<file path="config.mk">
export PLATFORM = sky130hd
export DESIGN_NAME = mem_port_arbiter_flat
export DESIGN_NICKNAME = d
export VERILOG_FILES = /design/src/rtl/mem_arb_pkg.sv /design/src/rtl/mem_port_arbiter_if.sv /design/src/rtl/mem_arb_timer.sv /design/src/rtl/mem_port_arbiter.sv /design/src/flat_wrapper.sv
export SDC_FILE = /design/constraint.sdc
export NUM_CORES = 1
export LEC_CHECK = 0
export CAP_MARGIN = 20
export CORE_MARGIN = 4
export CORE_UTILIZATION = 24
export DETAILED_ROUTE_END_ITERATION = 16
export SLEW_MARGIN = 25
export SYNTH_ARGS = -nofsm -noshare
export SYNTH_HDL_FRONTEND = slang
export SYNTH_SLANG_ARGS = --single-unit
export TNS_END_PERCENT = 100
</file>
<file path="constraint.sdc">
create_clock -name clk -period 4.15 [get_ports clk]
set_clock_uncertainty 0.05 [all_clocks]
set_input_delay 1.0375 -clock clk [delete_from_list [all_inputs] [get_ports clk]]
set_output_delay 1.0375 -clock clk [all_outputs]
set_load 0.01 [all_outputs]
</file>
<file path="src/rtl/mem_arb_pkg.sv">
// Shared types and sizing helpers for the instruction/data memory port arbiter.
// The width helper returns at least one bit so degenerate parameters still elaborate.
package mem_arb_pkg;

    typedef enum logic [1:0] {
        IDLE   = 2'd0,
        BUSY_I = 2'd1,
        BUSY_D = 2'd2,
        RESP   = 2'd3
    } arb_state_e;

    typedef enum logic {
        GNT_I = 1'b0,
        GNT_D = 1'b1
    } arb_gnt_e;

    localparam logic [31:0] ERR_WORD_DEFAULT = 32'hDEADBEEF;

    function automatic int unsigned cnt_width(input int unsigned max_val);
        return (max_val < 2) ? 1 : $clog2(max_val + 1);
    endfunction

endpackage

</file>
<file path="src/rtl/mem_port_arbiter_if.sv">
// Bundles the fetch port, data port, backing-memory port and error flags of the arbiter.
// The slave view belongs to the arbiter; the master view is the surrounding pipeline and memory.
interface mem_port_arbiter_if;

    logic        if_req;
    logic [29:0] if_addr;
    logic [31:0] if_rdata;
    logic        if_valid;

    logic        dm_req;
    logic        dm_we;
    logic [31:0] dm_addr;
    logic [31:0] dm_wdata;
    logic [31:0] dm_rdata;
    logic        dm_valid;

    logic        mem_req;
    logic        mem_we;
    logic [29:0] mem_addr;
    logic [31:0] mem_wdata;
    logic [31:0] mem_rdata;
    logic        mem_ack;

    logic        err_misalign;
    logic        err_timeout;

    modport slave (
        input  if_req, if_addr, dm_req, dm_we, dm_addr, dm_wdata, mem_rdata, mem_ack,
        output if_rdata, if_valid, dm_rdata, dm_valid,
        output mem_req, mem_we, mem_addr, mem_wdata, err_misalign, err_timeout
    );

    modport master (
        output if_req, if_addr, dm_req, dm_we, dm_addr, dm_wdata, mem_rdata, mem_ack,
        input  if_rdata, if_valid, dm_rdata, dm_valid,
        input  mem_req, mem_we, mem_addr, mem_wdata, err_misalign, err_timeout
    );

endinterface

</file>
<file path="src/rtl/mem_arb_timer.sv">
// Access watchdog: counts down the remaining busy cycles and flags the cycle in which
// the TIMEOUT-th busy cycle is reached. TIMEOUT = 0 never expires.
module mem_arb_timer #(
    parameter int unsigned TIMEOUT = 255,
    parameter int unsigned W       = 8
) (
    input  logic clk,
    input  logic rst,
    input  logic clr_i,
    input  logic load_i,
    input  logic en_i,
    output logic expired_o
);

    localparam logic [W-1:0] LOAD_VAL = (TIMEOUT == 0) ? '0 : W'(TIMEOUT - 1);

    logic [W-1:0] cnt_q;
    logic [W-1:0] cnt_d;

    always_comb begin
        cnt_d = cnt_q;
        if (clr_i) begin
            cnt_d = '0;
        end else if (load_i) begin
            cnt_d = LOAD_VAL;
        end else if (en_i && (cnt_q != '0)) begin
            cnt_d = cnt_q - 1'b1;
        end
    end

    always_ff @(posedge clk) begin
        if (rst) begin
            cnt_q <= '0;
        end else begin
            cnt_q <= cnt_d;
        end
    end

    assign expired_o = (TIMEOUT != 0) && en_i && (cnt_q == '0);

endmodule

</file>
<file path="src/rtl/mem_port_arbiter.sv">
// Shares one variable-latency word memory between instruction fetch and data access,
// with data priority bounded by STARVE_MAX consecutive grants while a fetch waits.
module mem_port_arbiter
    import mem_arb_pkg::*;
#(
    parameter int unsigned STARVE_MAX = 4,
    parameter int unsigned TIMEOUT    = 255,
    parameter logic [31:0] ERR_WORD   = ERR_WORD_DEFAULT
) (
    input  logic                clk,
    input  logic                rst,
    mem_port_arbiter_if.slave   bus
);

    localparam int unsigned     SW         = cnt_width(STARVE_MAX);
    localparam int unsigned     TW         = cnt_width(TIMEOUT);
    localparam logic [SW-1:0]   STARVE_LIM = SW'(STARVE_MAX);

    arb_state_e  state_q, state_d;
    arb_gnt_e    gnt_d;
    logic        grant;
    logic        ack_hit;
    logic        tmo_hit;
    logic        busy;
    logic        tmr_expired;

    logic [SW-1:0] starve_q, starve_d;

    logic        mem_req_q;
    logic        mem_we_q;
    logic [29:0] mem_addr_q;
    logic [31:0] mem_wdata_q;
    logic [31:0] if_rdata_q;
    logic [31:0] dm_rdata_q;
    logic        if_valid_q;
    logic        dm_valid_q;
    logic        err_misalign_q;
    logic        err_timeout_q;

    assign busy = (state_q == BUSY_I) || (state_q == BUSY_D);

    // Grant decision and access sequencing; an ack beats a simultaneous timeout.
    always_comb begin
        state_d = state_q;
        gnt_d   = GNT_I;
        grant   = 1'b0;
        ack_hit = 1'b0;
        tmo_hit = 1'b0;
        case (state_q)
            IDLE: begin
                if (bus.dm_req && (!bus.if_req || (starve_q < STARVE_LIM))) begin
                    grant   = 1'b1;
                    gnt_d   = GNT_D;
                    state_d = BUSY_D;
                end else if (bus.if_req) begin
                    grant   = 1'b1;
                    gnt_d   = GNT_I;
                    state_d = BUSY_I;
                end
            end
            BUSY_I, BUSY_D: begin
                if (bus.mem_ack) begin
                    ack_hit = 1'b1;
                    state_d = RESP;
                end else if (tmr_expired) begin
                    tmo_hit = 1'b1;
                    state_d = RESP;
                end
            end
            RESP:    state_d = IDLE;
            default: state_d = IDLE;
        endcase
    end

    always_comb begin
        starve_d = starve_q;
        if (grant) begin
            if ((gnt_d == GNT_D) && bus.if_req) begin
                starve_d = (starve_q < STARVE_LIM) ? starve_q + 1'b1 : starve_q;
            end else begin
                starve_d = '0;
            end
        end
    end

    always_ff @(posedge clk) begin
        if (rst) begin
            state_q <= IDLE;
        end else begin
            state_q <= state_d;
        end
    end

    // Registered memory request, completion data and sticky error flags.
    always_ff @(posedge clk) begin
        if (rst) begin
            starve_q       <= '0;
            mem_req_q      <= 1'b0;
            mem_we_q       <= 1'b0;
            mem_addr_q     <= '0;
            mem_wdata_q    <= '0;
            if_rdata_q     <= '0;
            dm_rdata_q     <= '0;
            if_valid_q     <= 1'b0;
            dm_valid_q     <= 1'b0;
            err_misalign_q <= 1'b0;
            err_timeout_q  <= 1'b0;
        end else begin
            starve_q   <= starve_d;
            if_valid_q <= 1'b0;
            dm_valid_q <= 1'b0;
            if (grant) begin
                mem_req_q   <= 1'b1;
                mem_we_q    <= (gnt_d == GNT_D) && bus.dm_we;
                mem_addr_q  <= (gnt_d == GNT_D) ? bus.dm_addr[31:2] : bus.if_addr;
                mem_wdata_q <= bus.dm_wdata;
                if ((gnt_d == GNT_D) && (bus.dm_addr[1:0] != 2'b00)) begin
                    err_misalign_q <= 1'b1;
                end
            end
            if (ack_hit || tmo_hit) begin
                mem_req_q <= 1'b0;
                if (state_q == BUSY_I) begin
                    if_rdata_q <= ack_hit ? bus.mem_rdata : ERR_WORD;
                    if_valid_q <= 1'b1;
                end else begin
                    if (!mem_we_q) begin
                        dm_rdata_q <= ack_hit ? bus.mem_rdata : ERR_WORD;
                    end
                    dm_valid_q <= 1'b1;
                end
                if (tmo_hit) begin
                    err_timeout_q <= 1'b1;
                end
            end
        end
    end

    mem_arb_timer #(
        .TIMEOUT (TIMEOUT),
        .W       (TW)
    ) u_timer (
        .clk       (clk),
        .rst       (rst),
        .clr_i     (state_q == RESP),
        .load_i    (grant),
        .en_i      (busy),
        .expired_o (tmr_expired)
    );

    assign bus.mem_req      = mem_req_q;
    assign bus.mem_we       = mem_we_q;
    assign bus.mem_addr     = mem_addr_q;
    assign bus.mem_wdata    = mem_wdata_q;
    assign bus.if_rdata     = if_rdata_q;
    assign bus.if_valid     = if_valid_q;
    assign bus.dm_rdata     = dm_rdata_q;
    assign bus.dm_valid     = dm_valid_q;
    assign bus.err_misalign = err_misalign_q;
    assign bus.err_timeout  = err_timeout_q;

endmodule

</file>
<file path="src/flat_wrapper.sv">
// flat-port wrapper written by rule: the top's interface ports become plain ports
module mem_port_arbiter_flat import mem_arb_pkg::*;
#(
    parameter int unsigned STARVE_MAX = 4,
    parameter int unsigned TIMEOUT    = 255,
    parameter logic [31:0] ERR_WORD   = ERR_WORD_DEFAULT
)
  (clk, rst, bus_if_req, bus_if_addr, bus_dm_req, bus_dm_we, bus_dm_addr, bus_dm_wdata, bus_mem_rdata, bus_mem_ack, bus_if_rdata, bus_if_valid, bus_dm_rdata, bus_dm_valid, bus_mem_req, bus_mem_we, bus_mem_addr, bus_mem_wdata, bus_err_misalign, bus_err_timeout);
  mem_port_arbiter_if bus_i ();
  input  logic clk;
  input  logic rst;
  input wire logic [$bits(bus_i.if_req)-1:0] bus_if_req;
  input wire logic [$bits(bus_i.if_addr)-1:0] bus_if_addr;
  input wire logic [$bits(bus_i.dm_req)-1:0] bus_dm_req;
  input wire logic [$bits(bus_i.dm_we)-1:0] bus_dm_we;
  input wire logic [$bits(bus_i.dm_addr)-1:0] bus_dm_addr;
  input wire logic [$bits(bus_i.dm_wdata)-1:0] bus_dm_wdata;
  input wire logic [$bits(bus_i.mem_rdata)-1:0] bus_mem_rdata;
  input wire logic [$bits(bus_i.mem_ack)-1:0] bus_mem_ack;
  output wire logic [$bits(bus_i.if_rdata)-1:0] bus_if_rdata;
  output wire logic [$bits(bus_i.if_valid)-1:0] bus_if_valid;
  output wire logic [$bits(bus_i.dm_rdata)-1:0] bus_dm_rdata;
  output wire logic [$bits(bus_i.dm_valid)-1:0] bus_dm_valid;
  output wire logic [$bits(bus_i.mem_req)-1:0] bus_mem_req;
  output wire logic [$bits(bus_i.mem_we)-1:0] bus_mem_we;
  output wire logic [$bits(bus_i.mem_addr)-1:0] bus_mem_addr;
  output wire logic [$bits(bus_i.mem_wdata)-1:0] bus_mem_wdata;
  output wire logic [$bits(bus_i.err_misalign)-1:0] bus_err_misalign;
  output wire logic [$bits(bus_i.err_timeout)-1:0] bus_err_timeout;
  assign bus_i.if_req = bus_if_req;
  assign bus_i.if_addr = bus_if_addr;
  assign bus_i.dm_req = bus_dm_req;
  assign bus_i.dm_we = bus_dm_we;
  assign bus_i.dm_addr = bus_dm_addr;
  assign bus_i.dm_wdata = bus_dm_wdata;
  assign bus_i.mem_rdata = bus_mem_rdata;
  assign bus_i.mem_ack = bus_mem_ack;
  assign bus_if_rdata = bus_i.if_rdata;
  assign bus_if_valid = bus_i.if_valid;
  assign bus_dm_rdata = bus_i.dm_rdata;
  assign bus_dm_valid = bus_i.dm_valid;
  assign bus_mem_req = bus_i.mem_req;
  assign bus_mem_we = bus_i.mem_we;
  assign bus_mem_addr = bus_i.mem_addr;
  assign bus_mem_wdata = bus_i.mem_wdata;
  assign bus_err_misalign = bus_i.err_misalign;
  assign bus_err_timeout = bus_i.err_timeout;
  mem_port_arbiter #(.STARVE_MAX(STARVE_MAX), .TIMEOUT(TIMEOUT), .ERR_WORD(ERR_WORD)) u_core (.clk(clk), .rst(rst), .bus(bus_i));
endmodule
</file>
==> summary.txt, run 1 <==
Final cell count without fillers: 1264
Root Driver: clkbuf_16
Clock sink count: 145
Peak supply drop: 354 µV
Resized Gates After CTS: 0
Final period util: 69.0%
Async set-reset flop share out of synthesis: 0%
Initial Util: 24.3%
Die H: 165 µm
Hold buffer count at cts: 0
Seq cells post-synth: 145
Leakage power: 3.31 nW
Non-Filler Cell Area, Final: 0.00938 mm²
Multi-input gate area: 0.00270 mm²
Clock tree buffer depth: 2
Layout cells sized above 1: 5.75%
First-pass GRT wire length: 30.6 mm
Worst-margin pin slew: 0.969 ns
Vias/cell: 4.74
GRT Util Overall: 14.1%
Post-synthesis xor/xnor area fraction: 0.446%
Met2 WL: 9.65 mm
Metal3 WL: 1.44 mm
Inst Count DP: 1231
Die W: 165 µm
Clk_lat worst skew: 0.41 ns
Synth-to-Final Area Change: 59.2%
Max-cap check violation count: 0
Setup repair after global routing missed its margin: no
Adder-cell share of the synthesized area: 1.49%
# H-tree levels: 4
Synth area leaders: dfxtp_1 49%, a31oi_1 7.2%, nor2_1 5.8%
Top sig layer: met4
Number of setup violations in the final report: 0
Hold Crit Class: reg -> reg
Initial drt markers: 382
Layout Utilization: 38.7%
Inserted Clock Buffers: 17
Final setup margin: 1.29 ns
Vias: 5995
WP data required: 4.42 ns
Mapped Area: 0.00590 mm²
Fillers: 2481
Largest net degree at the start of global routing: 94
ANT nets after route: 0
Yosys cell types: 44
Syn nets: 846
Hold Violations, Final: 0
Worst setup EP type: flip-flop
Peak Freq: 349 MHz
Vias in the first global route: 5584
Fin crit period: 2.86 ns
Drt drc: 0
Post-Route Setup TNS: 0 ns
Worst-path clk slew: 0.06 ns
Post-synth EDFFs: 0
Complex-gate fraction of the synthesized area: 21.4%
Synth area leader: dfxtp_1
Ys flop type: dfxtp_1
Synth warn: 0
Rel. slew slack: 35.2%
Core Area: 0.0242 mm²
Mapped Avg Cell Area: 8.34 µm²
Type of origin of the critical path: flip-flop
Post-CTS Setup Bufs: 0
HPWL after DPL: 13.7 mm
Gate Count Post-Synth: 707
CTS tree: built
Power Total: 6.56 mW
Status: finished, final reports clean
Combinational family with the most area after synthesis: compound AO/OA/AOI/OAI gates
Post-synthesis simple-gate area fraction: 21.1%
Io pins: 264
Slew Viols, Final: 0
Pre-CTS WS: 0.930 ns
GR Overflow Total: 0
Commonest non-fill, non-tap cell in the layout: clkdlybuf4s50_1
Full die area: 0.0271 mm²
FF/Latch Area: 0.00290 mm²
FP Rows: 57
Worst Path Max Fanout: 44
DRT Pass-1 Iters: 5
RD Place Congestion: 0.781
Most frequent cells in the layout: 262 x clkdlybuf4s50_1, 145 x dfxtp_1, 90 x nor2_1
WL/cell: 16.0 µm
Post-DP Area: 0.00875 mm²
Setup CP Type: reg -> reg
Crit path DAT: 3.14 ns
Power per cell area: 699 mW/mm²
Nets: 1066
Sequential fraction of the synthesis area: 49.2%
Synth top area share: 49.2%
I/O Buffers: 263
Initial antenna violation count: 1
Drt total wl: 20.2 mm
Hold_ws: 0.400 ns
Metal-1 WL: 8.70 mm
Post-synthesis mux area share: 0.722%
[worst paths after layout]
| path | slack, ns | start | to | cells past startpoint |
|---|---|---|---|---|
| min reg2reg | 0.40 | u_core.bus.err_misalign | u_core.bus.err_misalign | 2 |
| min | 0.40 | u_core.bus.err_misalign | u_core.bus.err_misalign | 2 |
| max | 1.29 | u_core.state_q[1] | u_core.bus.dm_rdata[3] | 7 |
| max reg2reg | 1.29 | u_core.state_q[1] | u_core.bus.dm_rdata[3] | 7 |
[synth_stat cells, types with 7 or more instances]
master / instances
a311oi_1: 16
ha_1: 7
nand3b_1: 30
a31oi_1: 68
nor2_1: 91
buf_1: 8
nand2_1: 77
clkbuf_1: 57
inv_1: 8
dfxtp_1: 145
nor3_1: 52
o21ai_0: 32
a211oi_1: 30
a21oi_1: 40
[power breakdown]
| part | leakage (nW) | internal [mW] | switching, mW |
|---|---|---|---|
| registers | 1.19 | 1.80 | 0.228 |
| clock network | 0.292 | 0.960 | 0.621 |
| logic | 1.83 | 1.30 | 1.65 |
[final cells by class]
class | count | share of cell area, %
antenna | 1 | 0.0267
clock buffer | 18 | 4.68
clock inverter | 13 | 1.71
inverter | 8 | 0.320
multi-input combinational | 482 | 28.8
sequential | 145 | 30.9
tap | 324 | 4.32
timing repair buffer | 273 | 29.2
[layer usage]
layer	up-vias	GRT usage (%)
met5	-	0
met4	0	5.10
met3	27	4.42
met2	190	23.3
met1	2804	17.3
li1	2974	-
[state kept, by name (all words and copies together), names as in the netlist]
name / count
u_core.bus.if_rdata: 32
u_core.bus.mem_addr: 30
u_core.bus.err_misalign: 1
u_core.bus.if_valid: 1
u_core.bus.mem_wdata: 32
u_core.bus.dm_valid: 1
u_core.bus.err_timeout: 1
u_core.bus.mem_we: 1
u_core.state_q: 2
u_core.bus.dm_rdata: 32
u_core.starve_q: 3
u_core.bus.mem_req: 1
u_core.u_timer.cnt_q: 8
[cell families after synthesis]
group                      count (synthesis)
muxes                                      4
and+or+nand+nor                          268
DFF                                      145
buffers and inverters                     80
adders and majority gates                  7
xor gates and xnor gates                   3
AOI/OAI and AO/OA                        200
[worst max-delay path, cell delays in order, from the launching register on]
cell and delay, ns:
dfxtp_1 0.31, inv_1 0.12, ha_2 0.83, nor2_4 0.21
buf_16 0.25, nand2_1 0.72, nor2_1 0.09, nor3_1 0.18
Note: power is estimated with default switching activity, not from simulation.
==> run 2, diff against run 1 <==
Clock period 4.15 ns to 2.9 ns, I/O delays scaled along.
==> run 2 against run 1 <==
Against the previous run: sequential cell count is the same; non-clock buffer count grew 7; register-to-register slack lost 0.59 ns; global-route usage grew 0.33 points; utilization grew 0.25 points.
==> summary.txt, run 2 (synthesized netlist as in run 1, its figures left out) <==
Status: finished, final reports clean (unchanged)
Clock sink count: 145 (unchanged)
CP max-delay cell: clkdlybuf4s50_1 (was ha_2)
Core Area: 0.0242 mm² (unchanged)
Max-cap check violation count: 0 (unchanged)
Worst-path clk slew: 0.06 ns (about the same)
Peak Freq: 440 MHz
Post-Route Setup TNS: 0 ns (unchanged)
Internal power of the cells: 5.79 mW (was 4.06 mW)
Power per cell area: 993 mW/mm² (was 699 mW/mm²)
Rel. slew slack: 47.7% (was 35.2%)
Hold buffer count at cts: 0 (unchanged)
WL/cell: 16.0 µm (about the same)
Full die area: 0.0271 mm² (unchanged)
Vias in the first global route: 5755 (was 5584)
FP Rows: 57 (unchanged)
Nets: 1073 (was 1066)
Logic pwr share: 45.9% (was 44.9%)
Fillers: 2489 (was 2481)
ANT nets after route: 0 (unchanged)
Hold Violations, Final: 0 (unchanged)
Most frequent cells in the layout: 262 x clkdlybuf4s50_1, 145 x dfxtp_1, 90 x nor2_1 (unchanged)
Reg2reg start: u_core.u_timer.cnt_q[0] (was u_core.state_q[1])
Flop pwr share: 30.9% (was 31.0%)
GR Overflow Total: 0 (unchanged)
R2R Setup Slk: 0.70 ns (was 1.29 ns)
Clock tree buffer depth: 2 (unchanged)
Inst Count DP: 1239 (was 1231)
Hold Crit Class: reg -> reg (unchanged)
Slowest Stage Delay on Critical Path: 0.62 ns (was 0.83 ns)
Type of origin of the critical path: flip-flop (unchanged)
Drt drc: 0 (unchanged)
Post-CTS Setup Bufs: 0 (unchanged)
Peak supply drop: 560 µV (was 354 µV)
Vias/cell: 4.64 (was 4.74)
First-pass GRT wire length: 31.2 mm (was 30.6 mm)
Setup CP Type: reg -> out (was reg -> reg)
Leakage power: 3.34 nW (was 3.31 nW)
WP depth: 1 (was 7)
Number of setup violations in the final report: 0 (unchanged)
Initial Util: 24.3% (unchanged)
Worst path bufs/invs: 1 (was 2)
Fin crit period: 2.27 ns
I/O Buffers: 263 (unchanged)
Layout cells sized above 1: 6.34% (was 5.75%)
Synth-to-Final Area Change: 60.2% (was 59.2%)
Final period util: 78.3%
GRT Util Overall: 14.4% (was 14.1%)
Commonest non-fill, non-tap cell in the layout: clkdlybuf4s50_1 (unchanged)
Clk_lat worst skew: 0.42 ns (was 0.41 ns)
Crit path DAT: 1.50 ns (was 3.14 ns)
Initial antenna violation count: 0 (was 1)
Reg2reg path depth: 6 (was 7)
Inserted Clock Buffers: 17 (unchanged)
Root Driver: clkbuf_16 (unchanged)
Final cell count without fillers: 1270 (was 1264)
Drt total wl: 20.3 mm (was 20.2 mm)
Worst-margin pin slew: 0.785 ns (was 0.969 ns)
HPWL after DPL: 14.0 mm (was 13.7 mm)
CTS tree: built (unchanged)
Final setup margin: 0.630 ns (was 1.29 ns)
Setup repair after global routing missed its margin: no (unchanged)
DRT Pass-1 Iters: 6 (was 5)
Worst setup EP type: output pin (was flip-flop)
Slew Viols, Final: 0 (unchanged)
Hold_ws: 0.400 ns (about the same)
Switching power: 3.58 mW (was 2.50 mW)
Pre-CTS WS: 0.371 ns (was 0.930 ns)
Resized Gates After CTS: 0 (unchanged)
# H-tree levels: 4 (unchanged)
Largest net degree at the start of global routing: 69 (was 94)
RD Place Congestion: 0.774 (was 0.781)
Io pins: 264 (unchanged)
FF-to-FF End: u_core.u_timer.cnt_q[1] (was u_core.bus.dm_rdata[3])
CP startpoint: u_core.bus.mem_we (was u_core.state_q[1])
CP top delay family: buffers and inverters (was simple AND/OR/NAND/NOR gates)
Clk pwr share: 23.2% (was 24.1%)
WP data required: 2.12 ns (was 4.42 ns)
Ant diodes: 0 (was 1)
Crit-path cells: clkdlybuf4s50_1 (was inv_1, ha_2, nor2_4, buf_16, nand2_1, nor2_1, nor3_1)
Vias: 5893 (was 5995)
Worst Path Max Fanout: 3 (was 44)
Die W: 165 µm (unchanged)
Initial drt markers: 404 (was 382)
Die H: 165 µm (unchanged)
Switching share of power: 38.2% (was 38.1%)
Power Total: 9.38 mW (was 6.56 mW)
Critical path destination: bus_mem_we (was u_core.bus.dm_rdata[3])
-- run 2: cell types whose count changed in the layout (fill, tap and decap cells not counted), sizes merged --
cell	delta
clkbuf	+1
bufinv	-1
buf	+7
diode	-1
-- run 2: worst min-delay path by stage --
stage / from / end / slack, ns / cells after the start
3_3_place_gp: u_core.bus.err_misalign / u_core.bus.err_misalign / 0.38 / 2
6_report: u_core.bus.err_misalign / u_core.bus.err_misalign / 0.40 / 2
3_5_place_dp: u_core.bus.err_misalign / u_core.bus.err_misalign / 0.39 / 2
4_1_cts: u_core.bus.err_misalign / u_core.bus.err_misalign / 0.40 / 2
2_1_floorplan: u_core.starve_q[1] / u_core.starve_q[1] / 0.41 / 2
5_1_grt: u_core.bus.mem_wdata[22] / u_core.bus.mem_wdata[22] / 0.42 / 2
-- run 2: area by class of cell --
cell class | instances | area, µm² | area share (%)
inverter | 8 | 30.0 | 0.318
clock buffer | 19 | 443 | 4.69
multi-input combinational | 482 | 2700 | 28.6
clock inverter | 12 | 134 | 1.42
tap | 324 | 405 | 4.29
timing repair buffer | 280 | 2830 | 29.9
sequential | 145 | 2900 | 30.7
-- run 2: power groups by stage --
stage          Sequential, mW  Clock [mW]  Combinational (mW)
5_1_grt                  2.98        2.34                4.72
3_3_place_gp             2.92           0                4.26
3_5_place_dp             2.94           0                4.35
6_report                 2.90        2.18                4.30
4_1_cts                  2.91        2.25                4.36
2_1_floorplan            3.14           0                2.13
-- run 2: metal layers --
metal | GRT usage, % | wire (µm) | vias to the layer above
li1 | - | - | 2984
met1 | 17.7 | 8700 | 2710
met2 | 23.9 | 9690 | 171
met3 | 4.62 | 1440 | 28
met4 | 5.10 | 434 | 0
met5 | 0 | 0 | -
-- run 2: stage by stage --
stage / cell area, µm² / util [%]
global route: 9450 / 39.0
floorplan: 5900 / -
detailed placement: 8870 / 36.6
global placement: 8840 / 36.5
CTS: 9450 / 39.0
finish: 9450 / 39.0
